$ cat src/rtl/t_ff_bank.sv
`default_nettype none
// ============================================================================
// Module   : t_ff_bank
// Purpose  : Bank of WIDTH T flip-flops sharing one clock. Operates as
//            independent per-bit toggles, a masked up-counter or a masked
//            down-counter. Also provides parallel load, a combinational
//            terminal-count flag and a registered change pulse.
// Options  : TFF_PARITY_EN adds a registered parity output par, where par == ^q.
// Revision : 1.0  initial release
// ============================================================================
module t_ff_bank #(
    parameter int               WIDTH   = 8,
    parameter logic [WIDTH-1:0] RST_VAL = {WIDTH{1'b0}}
) (
    input  logic             clk,
    input  logic             rst,
    input  logic [WIDTH-1:0] t,
    input  logic             en,
    input  logic [1:0]       mode,
    input  logic             load,
    input  logic [WIDTH-1:0] d,
    output logic [WIDTH-1:0] q,
    output logic             tc,
    output logic             chg
`ifdef TFF_PARITY_EN
    ,
    output logic             par
`endif
);

    localparam logic [1:0] C_MODE_TOGGLE = 2'b00;
    localparam logic [1:0] C_MODE_UP     = 2'b01;
    localparam logic [1:0] C_MODE_DOWN   = 2'b10;

    logic [WIDTH-1:0] r_q;
    logic             r_chg;
    logic [WIDTH-1:0] w_q_next;
    logic [WIDTH-1:0] w_carry;
    logic [WIDTH-1:0] w_borrow;

    // The carry and borrow chains are built from the unmasked q. A stage that
    // is masked off by t still gates every stage above it.
    assign w_carry[0]  = 1'b1;
    assign w_borrow[0] = 1'b1;

    generate
        for (genvar i = 1; i < WIDTH; i++) begin : g_chain
            assign w_carry[i]  = w_carry[i-1]  &  r_q[i-1];
            assign w_borrow[i] = w_borrow[i-1] & ~r_q[i-1];
        end
    endgenerate

    // Next-state select. Load takes priority over toggling and counting.
    // Mode 11 holds the state.
    always_comb begin
        w_q_next = r_q;
        if (load) begin
            w_q_next = d;
        end else if (en) begin
            case (mode)
                C_MODE_TOGGLE: w_q_next = r_q ^ t;
                C_MODE_UP:     w_q_next = r_q ^ (t & w_carry);
                C_MODE_DOWN:   w_q_next = r_q ^ (t & w_borrow);
                default:       w_q_next = r_q;
            endcase
        end
    end

    // Terminal count is decoded directly from the current state and inputs.
    always_comb begin
        tc = 1'b0;
        if (en) begin
            case (mode)
                C_MODE_TOGGLE: tc = (t != '0) && ((r_q ^ t) == '0);
                C_MODE_UP:     tc = (r_q == {WIDTH{1'b1}});
                C_MODE_DOWN:   tc = (r_q == '0);
                default:       tc = 1'b0;
            endcase
        end
    end

    // State register and change pulse. Reset clears chg even when q already
    // holds RST_VAL.
    always_ff @(posedge clk) begin
        if (!rst) begin
            r_q   <= RST_VAL;
            r_chg <= 1'b0;
        end else begin
            r_q   <= w_q_next;
            r_chg <= (w_q_next != r_q);
        end
    end

`ifdef TFF_PARITY_EN
    logic r_par;

    // Parity is registered from the next state, so it tracks q on every cycle.
    always_ff @(posedge clk) begin
        if (!rst) begin
            r_par <= ^RST_VAL;
        end else begin
            r_par <= ^w_q_next;
        end
    end

    assign par = r_par;
`endif

    assign q   = r_q;
    assign chg = r_chg;

endmodule
`default_nettype wire

$ cat config.mk
export PLATFORM = sky130hd
export DESIGN_NAME = t_ff_bank
export DESIGN_NICKNAME = d
export VERILOG_FILES = /design/src/rtl/t_ff_bank.sv
export SDC_FILE = /design/constraint.sdc
export NUM_CORES = 1
export LEC_CHECK = 0
export ABC_AREA = 1
export CORE_MARGIN = 2
export CORE_UTILIZATION = 49
export DETAILED_ROUTE_END_ITERATION = 8
export GPL_TIMING_DRIVEN = 1
export PLACE_DENSITY = 0.84
export SLEW_MARGIN = 20
export SYNTH_ARGS = -nofsm -noshare
export SYNTH_HDL_FRONTEND = slang
export SYNTH_SLANG_ARGS = --single-unit
$ cat constraint.sdc
create_clock -name clk -period 2 [get_ports clk]
set_input_delay 0.4 -clock clk [delete_from_list [all_inputs] [get_ports clk]]
set_output_delay 0.4 -clock clk [all_outputs]
set_load 0.02 [all_outputs]
==> flow_summary.ini <==
[synth]
yosys.area.top_type = nand2_1
synth_area_leaders = nand2_1, dfxtp_1, nand3_1
ys_warn_count = 0
synthDistinctLibCells = 34
ys_top_cells_by_count = nand2_1, nand3_1, inv_1
yosysTopAreaCellShare = 0.235
syn_area_per_cell_um2 = 5.78
ys_seq_area_frac = 0.143
synth_simple_gate_area_frac = 0.556
syn_area_um2 = 1260
synth_most_common_cell = nand2_1
synth-edff-count = 0
synth-compound-area-share = 0.0685
muxShareOfSynthArea = 0
synth_xor_area_frac = 0.0546
synthAdderAreaFrac = 0.0397
synth_fp_nets = 244
synthCells = 218
synth_seq_cells = 9
synth_ff_type = dfxtp_1
async_flop_share = 0
synth_top_family_by_area = simple AND/OR/NAND/NOR gates

[setup_path]
timing.rr.start = q[0]
rr_endpoint = chg
max_stage_delay_ns = 0.36
worst-path-max-fanout = 3
cp-end-kind = output port
critPathKind = register to output port
cp_cell_sequence = buf_12, nor2_8, nand2_4, nor2_4, nand3_2, nand3b_1, a31oi_1, buf_2
ff2ff_path_depth = 16
r2r_slack_ns = 0.04
worstPathRequired_ns = 1.60
start_kind = register
crit_arrival_ns = 1.63
crit_path_top_delay_cell = dfxtp_4

[clock_network]
holdBufCountCts = 0
clock-sinks = 9
clk-insertion-delay-late_ns = 0.28
cts_max_path_buffers = 2
htreeDepth = 1
clock-root-buffer = clkbuf_4
cts_made_buffers = 3
clk_pin_slew_ns = 0.07
cts_tree = yes

[timing]
slew_headroom = 0.784
worstMarginPinSlew_ns = 0.323
rsz0062_at_grt = true
skew_ns = 0.00557
fmax_ghz = 0.494
hold_slack_ns = 0.681
layout_min_cycle_time_ns = 2.03
finalHoldViolations = 0
maxSlewViolCount = 0
fin_crit_sh = 1.01
worst_slack_ns = -0.0255
setup_violations = 1

[min_path]
min-delay-start = rst
whs_path_depth = 3
hold_end = chg
min_path_type = input pin to register

[drt]
drt_iter0_drc = 47
ant_nets = 0
drtPass1Iterations = 4
post-route-drc-count = 0
routed_wl_um = 4460
wl_per_cell_um = 13.7
num_vias = 1749
avgViaCountPerCell = 5.37

[floorplan]
rows = 18
start_util = 0.513
coreArea_um2 = 2450
io_pins = 32
die_width_um = 54.7
fp.dieH_um = 54.7
die_area_um2 = 2990

[place]
place_area_um2 = 1940
hpwl_um = 3140
gp_congestion = 0.925
io_buffers = 31
dp_slack_ns = -0.619

[layout]
fin_area_um2 = 2070
num-fill-cells = 140
area_delta_synth_final_pct = 64.0
diodes = 0
drive_gt1_frac = 0.321
nNetsFinal = 323
finish.utilization = 0.841

[pwr]
power.density_nw_per_um2 = 423
ir_drop_mv = 0.537
p_total_w = 0.000874
power_leakage_nw = 1.09

[global_route]
grt_pass1_wl_um = 7030
grt_overflow = 0
grt_pass1_vias = 1680
grt_usage = 0.328
antenna_found_initial = 0
grt_max_degree = 11

[run_status]
violations = setup timing
status = finished with violations

[flow_run]
drv_cap = 0
[registers in the layout, summed over array words and instances, names as in the netlist]
name / count
q: 8
chg: 1
[cells in the final DEF (no fill, tap or decap), types with 3 or more instances in the layout]
cell type,n
clkdlybuf4s50_1,18
dfxtp_1,5
buf_12,3
a21oi_1,8
dlygate4sd2_1,9
clkbuf_4,3
nand3_1,26
inv_1,19
nand2_2,5
nor2_1,13
buf_4,49
inv_2,5
nand2_1,77
nor2_2,3
nand4_1,8
[kinds of logic after synthesis]
| kind of cell | Yosys count |
|---|---|
| AOI/OAI and AO/OA | 15 |
| xor gates and xnor gates | 7 |
| adders and majority gates | 4 |
| buffers and inverters | 36 |
| DFF | 9 |
| and+or+nand+nor | 147 |
[critical path: cells and delay by family (launching register included)]
family	cells	cell delay [ns]
AO/OA/AOI/OAI	1	0.16
flip-flops	1	0.36
buffers and inverters	2	0.31
AND/OR/NAND/NOR	5	0.51
[layer usage]
layer	vias up	GRT usage	wire length [um]
li1	851	-	-
met5	-	0	0
met4	0	0.158	228
met1	792	0.350	1740
met3	29	0.0546	217
met2	77	0.613	2280
[power breakdown]
group | internal [W] | switching (W) | leakage (nW) | total [W]
clock network | 0.0000775 | 0.0000788 | 0.0150 | 0.000156
logic | 0.000249 | 0.000253 | 0.994 | 0.000503
registers | 0.000194 | 0.0000214 | 0.0768 | 0.000215
total | 0.000520 | 0.000353 | 1.09 | 0.000874
[worst max-delay path by stage]
| stage | start | to | slack [ns] | cells after the start |
|---|---|---|---|---|
| floorplan | q[0] | tc | 0.11 | 6 |
| global placement | t[4] | tc | -0.55 | 7 |
| detailed placement | mode[0] | tc | -0.62 | 6 |
| CTS | mode[0] | chg | 0.001 | 19 |
| global route | q[1] | chg | -0.17 | 20 |
| finish | q[1] | tc | -0.03 | 8 |
[metrics by stage]
step,cells,setup TNS [ns]
3_3_place_gp,318,-2.15
6_report,326,-0.0255
2_1_floorplan,218,0
4_1_cts,324,0
5_1_grt,326,-0.243
3_5_place_dp,318,-2.99
[final cells by class]
type / count / area [um^2] / share of cell area
timing repair buffer: 84 / 726 / 0.351
clock buffer: 4 / 26.3 / 0.0127
sequential: 9 / 190 / 0.0921
tap: 30 / 37.5 / 0.0182
inverter: 26 / 100 / 0.0485
multi-input combinational: 173 / 986 / 0.477
[timing repair]
| item | in CTS | in global routing |
|---|---|---|
| gates resized for setup | 32 | 11 |
| setup endpoints to repair | 7 | 3 |
| setup buffers | 2 | 2 |
| pin swaps | 3 | 6 |
No activity file was read; power rests on OpenSTA's default activity.
==> RTL edit 1 (same settings) <==
The output `chg` loses its register stage (`r_chg` becomes a continuous assignment).
--- a/src/rtl/t_ff_bank.sv
+++ b/src/rtl/t_ff_bank.sv
@@ -84,12 +84,12 @@
     always_ff @(posedge clk) begin
         if (!rst) begin
             r_q   <= RST_VAL;
-            r_chg <= 1'b0;
         end else begin
             r_q   <= w_q_next;
-            r_chg <= (w_q_next != r_q);
         end
     end
+
+    assign r_chg = (w_q_next != r_q);
 
 `ifdef TFF_PARITY_EN
     logic r_par;
Function: changed (Yosys sat finds a counterexample within 4 cycles, from zero or initial values and one cycle with rst low).
==> RTL edit 1 against the original RTL <==
The flow still finishes with violations (setup timing); power rose by 9.3%; sequential cell count decreased by 1; wire length grew 32%; design area rose by 9.1%; worst setup slack lost 0.67 ns; sequential share of layout area fell by 1.7 points; via count is 12% higher; core utilization rose by 9.4 points; synthesized area fell by 3.1%; final cell count up 0.31%; combinational power increased by 21%; count of clock-buffer cells in the layout shrank 1; largest cell class unchanged.
==> RTL edit 1: results (changes against the original RTL) <==
metric,value,unit,change
max reg flops,8,,unchanged
sequential logic power,190,uW,-12%
NetSw,414.0,uW,+17%
Flop pwr share,0.199,,-0.047
Yosys warnings,0,,unchanged
worst min path class,register to register,,
peak supply drop,406.7,uV,-24%
gpl congestion,0.9474,,+2.5%
Clock transition at path regs,0.08,ns,
Commonest cells post-synth,"nand2_1 (72), nand3_1 (26), inv_1 (15), nor2_1 (13)",,
antenna cells,0,,unchanged
first-pass GRT wire length,7.107,mm,+1.1%
Via density,5.969,,+11%
initial antenna violation count,0,,unchanged
Slew headroom,0.7324,,-0.05188
failing checks,setup timing,,
clk buf depth,2,,unchanged
Setup TNS Final,-1.253,ns,-1.228 ns
status,"finished, violations left",,
syn_area_per_cell,5.928,um^2,+2.6%
GRT Util Overall,0.3414,,+0.01299
register area share after synthesis,0.1311,,-0.01185
DP HPWL,3.089,mm,-1.6%
Final nets,325,,+0.62%
DRT iter0 DRCs,151,,+220%
DP Worst Slack,-1.314,ns,-0.6955 ns
Leakage,1.095,nW,+0.84%
number of synthesized flops with an enable pin,0,,unchanged
final wirelength,5.875,mm,+32%
Max Clock Skew,0.001127,ns,-0.004446 ns
number of global-route vias before repair,1657,,-1.4%
root buf cell,clkbuf_4,,
post-route ant nets,0,,unchanged
fill count,86,,-39%
clock buffer count from CTS,3,,unchanged
pin count of the biggest net entering global routing,10,,-1
"Setup violations, final",3,,+2
synth unique cells,30,,-12%
Post-Place Cells,307,,-3.5%
DP Area,1926,um^2,-0.71%
fin worst setup slack,-0.6934,ns,-0.6679 ns
Synth async-reset ratio,0,,unchanged
top-count cell post-synth,nand2_1,,
CP max FO,2,,-1
core area,2410,um^2,-1.8%
DRC,0,,unchanged
syn_nets,232,,-4.9%
"Top FF cell, synth",dfxtp_1,,
Pre-antenna DRT Iters,4,,unchanged
WL per Instance,17.97,um,+31%
layout cells sized above 1,0.4310,,+0.1100
Synth area leaders,"nand2_1 (22%), dfxtp_1 (13%), nand3_1 (11%), inv_1 (4.6%), ha_1 (4.1%)",,
clk pwr,156,uW,about the same
area grow syn2layout,84.53,%,
## RTL edit 1: routing by layer
layer / GRT usage / wire length [um] / share of wire
met3: 0.05278 / 574 / 0.098
met2: 0.6220 / 2793 / 0.48
met5: 0 / 0 / 0
met1: 0.3702 / 2092 / 0.36
met4: 0.1923 / 415 / 0.071
## RTL edit 1: cells by family after synthesis
group                      after synthesis  synth area share
DFF                                      8            0.1311
adders and majority gates                4           0.04099
buffers and inverters                   26            0.1117
xor gates and xnor gates                 7           0.05021
and+or+nand+nor                        146            0.5953
AOI/OAI and AO/OA                       15           0.07070
## RTL edit 1: final timing paths
kind                            from   end  slack [ns]  depth (start not counted)
worst max-delay path            q[1]   chg       -0.69                         17
worst min-delay path            q[5]  q[5]        0.90                          5
worst max register to register  q[1]  q[2]       -0.35                         21
worst min register to register  q[5]  q[5]        0.90                          5
## RTL edit 1: what timing repair did
action	4_1_cts	5_1_grt
resized for setup	55	26
pin swaps	19	25
buffers inserted	14	4
gates cloned	0	0
hold endpoints to repair	0	0
setup endpoints to repair	3	3
## RTL edit 1: critical path, stage by stage, from the launching register on
cell and delay (ns):
dfxtp_2 0.33, buf_4 0.15, nor2_8 0.11, buf_4 0.15, nand2_1 0.09, nand2_2 0.08, nand4_1 0.12, nand3_1 0.11
nand2_1 0.06, nand2_1 0.05, nand2_1 0.07, nand2_1 0.09, nand2_1 0.09, nand2_2 0.10, nand3_2 0.09, nor2_2 0.12
nand3_2 0.07, buf_6 0.13
## RTL edit 1: layout make-up
| cell class | count | area share |
|---|---|---|
| Timing Repair Buffer | 96 | 0.3776 |
| Clock buffer | 3 | 0.009994 |
| Inverter | 18 | 0.03776 |
| Tap cell | 30 | 0.01666 |
| Sequential cell | 8 | 0.07551 |
| Multi-Input combinational cell | 172 | 0.4825 |
==> RTL edit 2 (same settings) <==
Made on the original files. Add a define of `TFF_PARITY_EN`.
--- a/src/rtl/t_ff_bank.sv
+++ b/src/rtl/t_ff_bank.sv
@@ -8,6 +8,8 @@
 // Options  : TFF_PARITY_EN adds a registered parity output par, where par == ^q.
 // Revision : 1.0  initial release
 // ============================================================================
+`define TFF_PARITY_EN
+
 module t_ff_bank #(
     parameter int               WIDTH   = 8,
     parameter logic [WIDTH-1:0] RST_VAL = {WIDTH{1'b0}}
Check against the original RTL (old outputs only; new: par): equivalent (equiv_simple and equiv_induct, registers matched by name and starting in step).
==> RTL edit 2 against the original RTL <==
Synthesized area increased by 8.4%; first-iteration DRC count increased by 49%; register-to-register slack got worse by 0.02 ns; the run still ends with setup timing left; synthesized cell count increased by 6.4%; critical path depth increased by 2; wire length increased by 4.4%; worst setup slack improved by 0.0034 ns; design area increased by 8.4%; fmax increased by 0.17%; sequential cell count increased by 1; critical path type is now input port to primary output; power increased by 10%.
==> RTL edit 2: results (changes against the original RTL) <==
metric,value,unit,change
gpl congestion,0.9760,,+5.6%
failing checks,setup timing,,
flip-flop and latch count,10,,+1
Leakage,1.098,nW,+1.1%
P_int,558.3,uW,+7.3%
length in cells of the worst reg-to-reg path,17,,+1
fill count,176,,+26%
DRT iter0 DRCs,70,,+49%
fin worst setup slack,-0.02207,ns,+0.003422 ns
layout cells sized above 1,0.4300,,+0.1090
cells after synthesis,232,,+6.4%
NonClk Buf Share,0.3086,,-0.04275
slowest CP cell,clkdlybuf4s15_1,,
Post-Place Cells,326,,+2.5%
status,"finished, violations left",,
area taken by multi-input logic gates,1171,um^2,+19%
"Setup violations, final",3,,+2
clock buffers,3,,-1
Commonest cells post-synth,"nand2_1 (73), nand3_1 (24), inv_1 (20), nor2_1 (19), nand2_2 (16)",,
clock-cell share of area,0.01006,,-0.002658
CP max FO,4,,+1
DP HPWL,3.054,mm,-2.7%
synth unique cells,29,,-15%
multi-input gate count,187,,+8.1%
fraction of area in registers,0.09503,,+0.002960
Synth area leaders,"nand2_1 (20%), dfxtp_1 (15%), nand3_1 (8.8%), nand2_2 (7.3%), xor2_1 (5.8%)",,
Setup TNS Final,-0.04866,ns,-0.02317 ns
-- RTL edit 2: changes by cell type in the layout (fill, tap and decap cells not counted), moves of 4 or more --
cell	before	now
nand3_2	2	6
nand2_2	5	25
buf_4	49	42
nand2_1	77	63
nor2_1	13	18
dlygate4sd2_1	9	3
buf_6	1	7
nand3_1	26	21
-- RTL edit 2: critical path, delay by kind of cell --
kind                   cells  cell delay (ns)
AOI/OAI and AO/OA          1             0.09
buffers and inverters      4             0.55
and+or+nand+nor            5             0.58
-- RTL edit 2: cells by family (layout without fill, tap and decap cells) --
family | count (synthesis) | after routing | synth area share
adders and majority gates | 4 | 4 | 0.03663
xor gates and xnor gates | 9 | 9 | 0.05770
and+or+nand+nor | 156 | 156 | 0.5568
DFF | 10 | 10 | 0.1465
AOI/OAI and AO/OA | 18 | 18 | 0.08334
buffers and inverters | 35 | 110 | 0.1190
-- RTL edit 2: final timing paths --
check	from	to
max	t[2]	tc
min	rst	par
max reg2reg	q[1]	chg
min reg2reg	q[7]	chg
-- RTL edit 2: repair_timing --
action,CTS,global route
setup buffers,7,4
pin swaps,18,23
setup endpoints to repair,3,3
gates resized for setup,46,37
-- RTL edit 2: layer usage --
| metal | GRT usage | routed length (um) | vias up |
|---|---|---|---|
| li1 | - | - | 889 |
| met1 | 0.3375 | 1832 | 837 |
| met2 | 0.4884 | 2312 | 107 |
| met3 | 0.07373 | 412 | 18 |
| met4 | 0.08306 | 102 | 0 |
| met5 | 0 | 0 | - |
-- RTL edit 2: power groups by stage --
stage / Sequential (mW) / Combinational [mW] / Clock, mW
detailed placement: 0.242 / 0.488 / 0
global route: 0.240 / 0.639 / 0.142
floorplan: 0.255 / 0.271 / 0
global placement: 0.242 / 0.478 / 0
finish: 0.239 / 0.590 / 0.137
CTS: 0.236 / 0.528 / 0.135
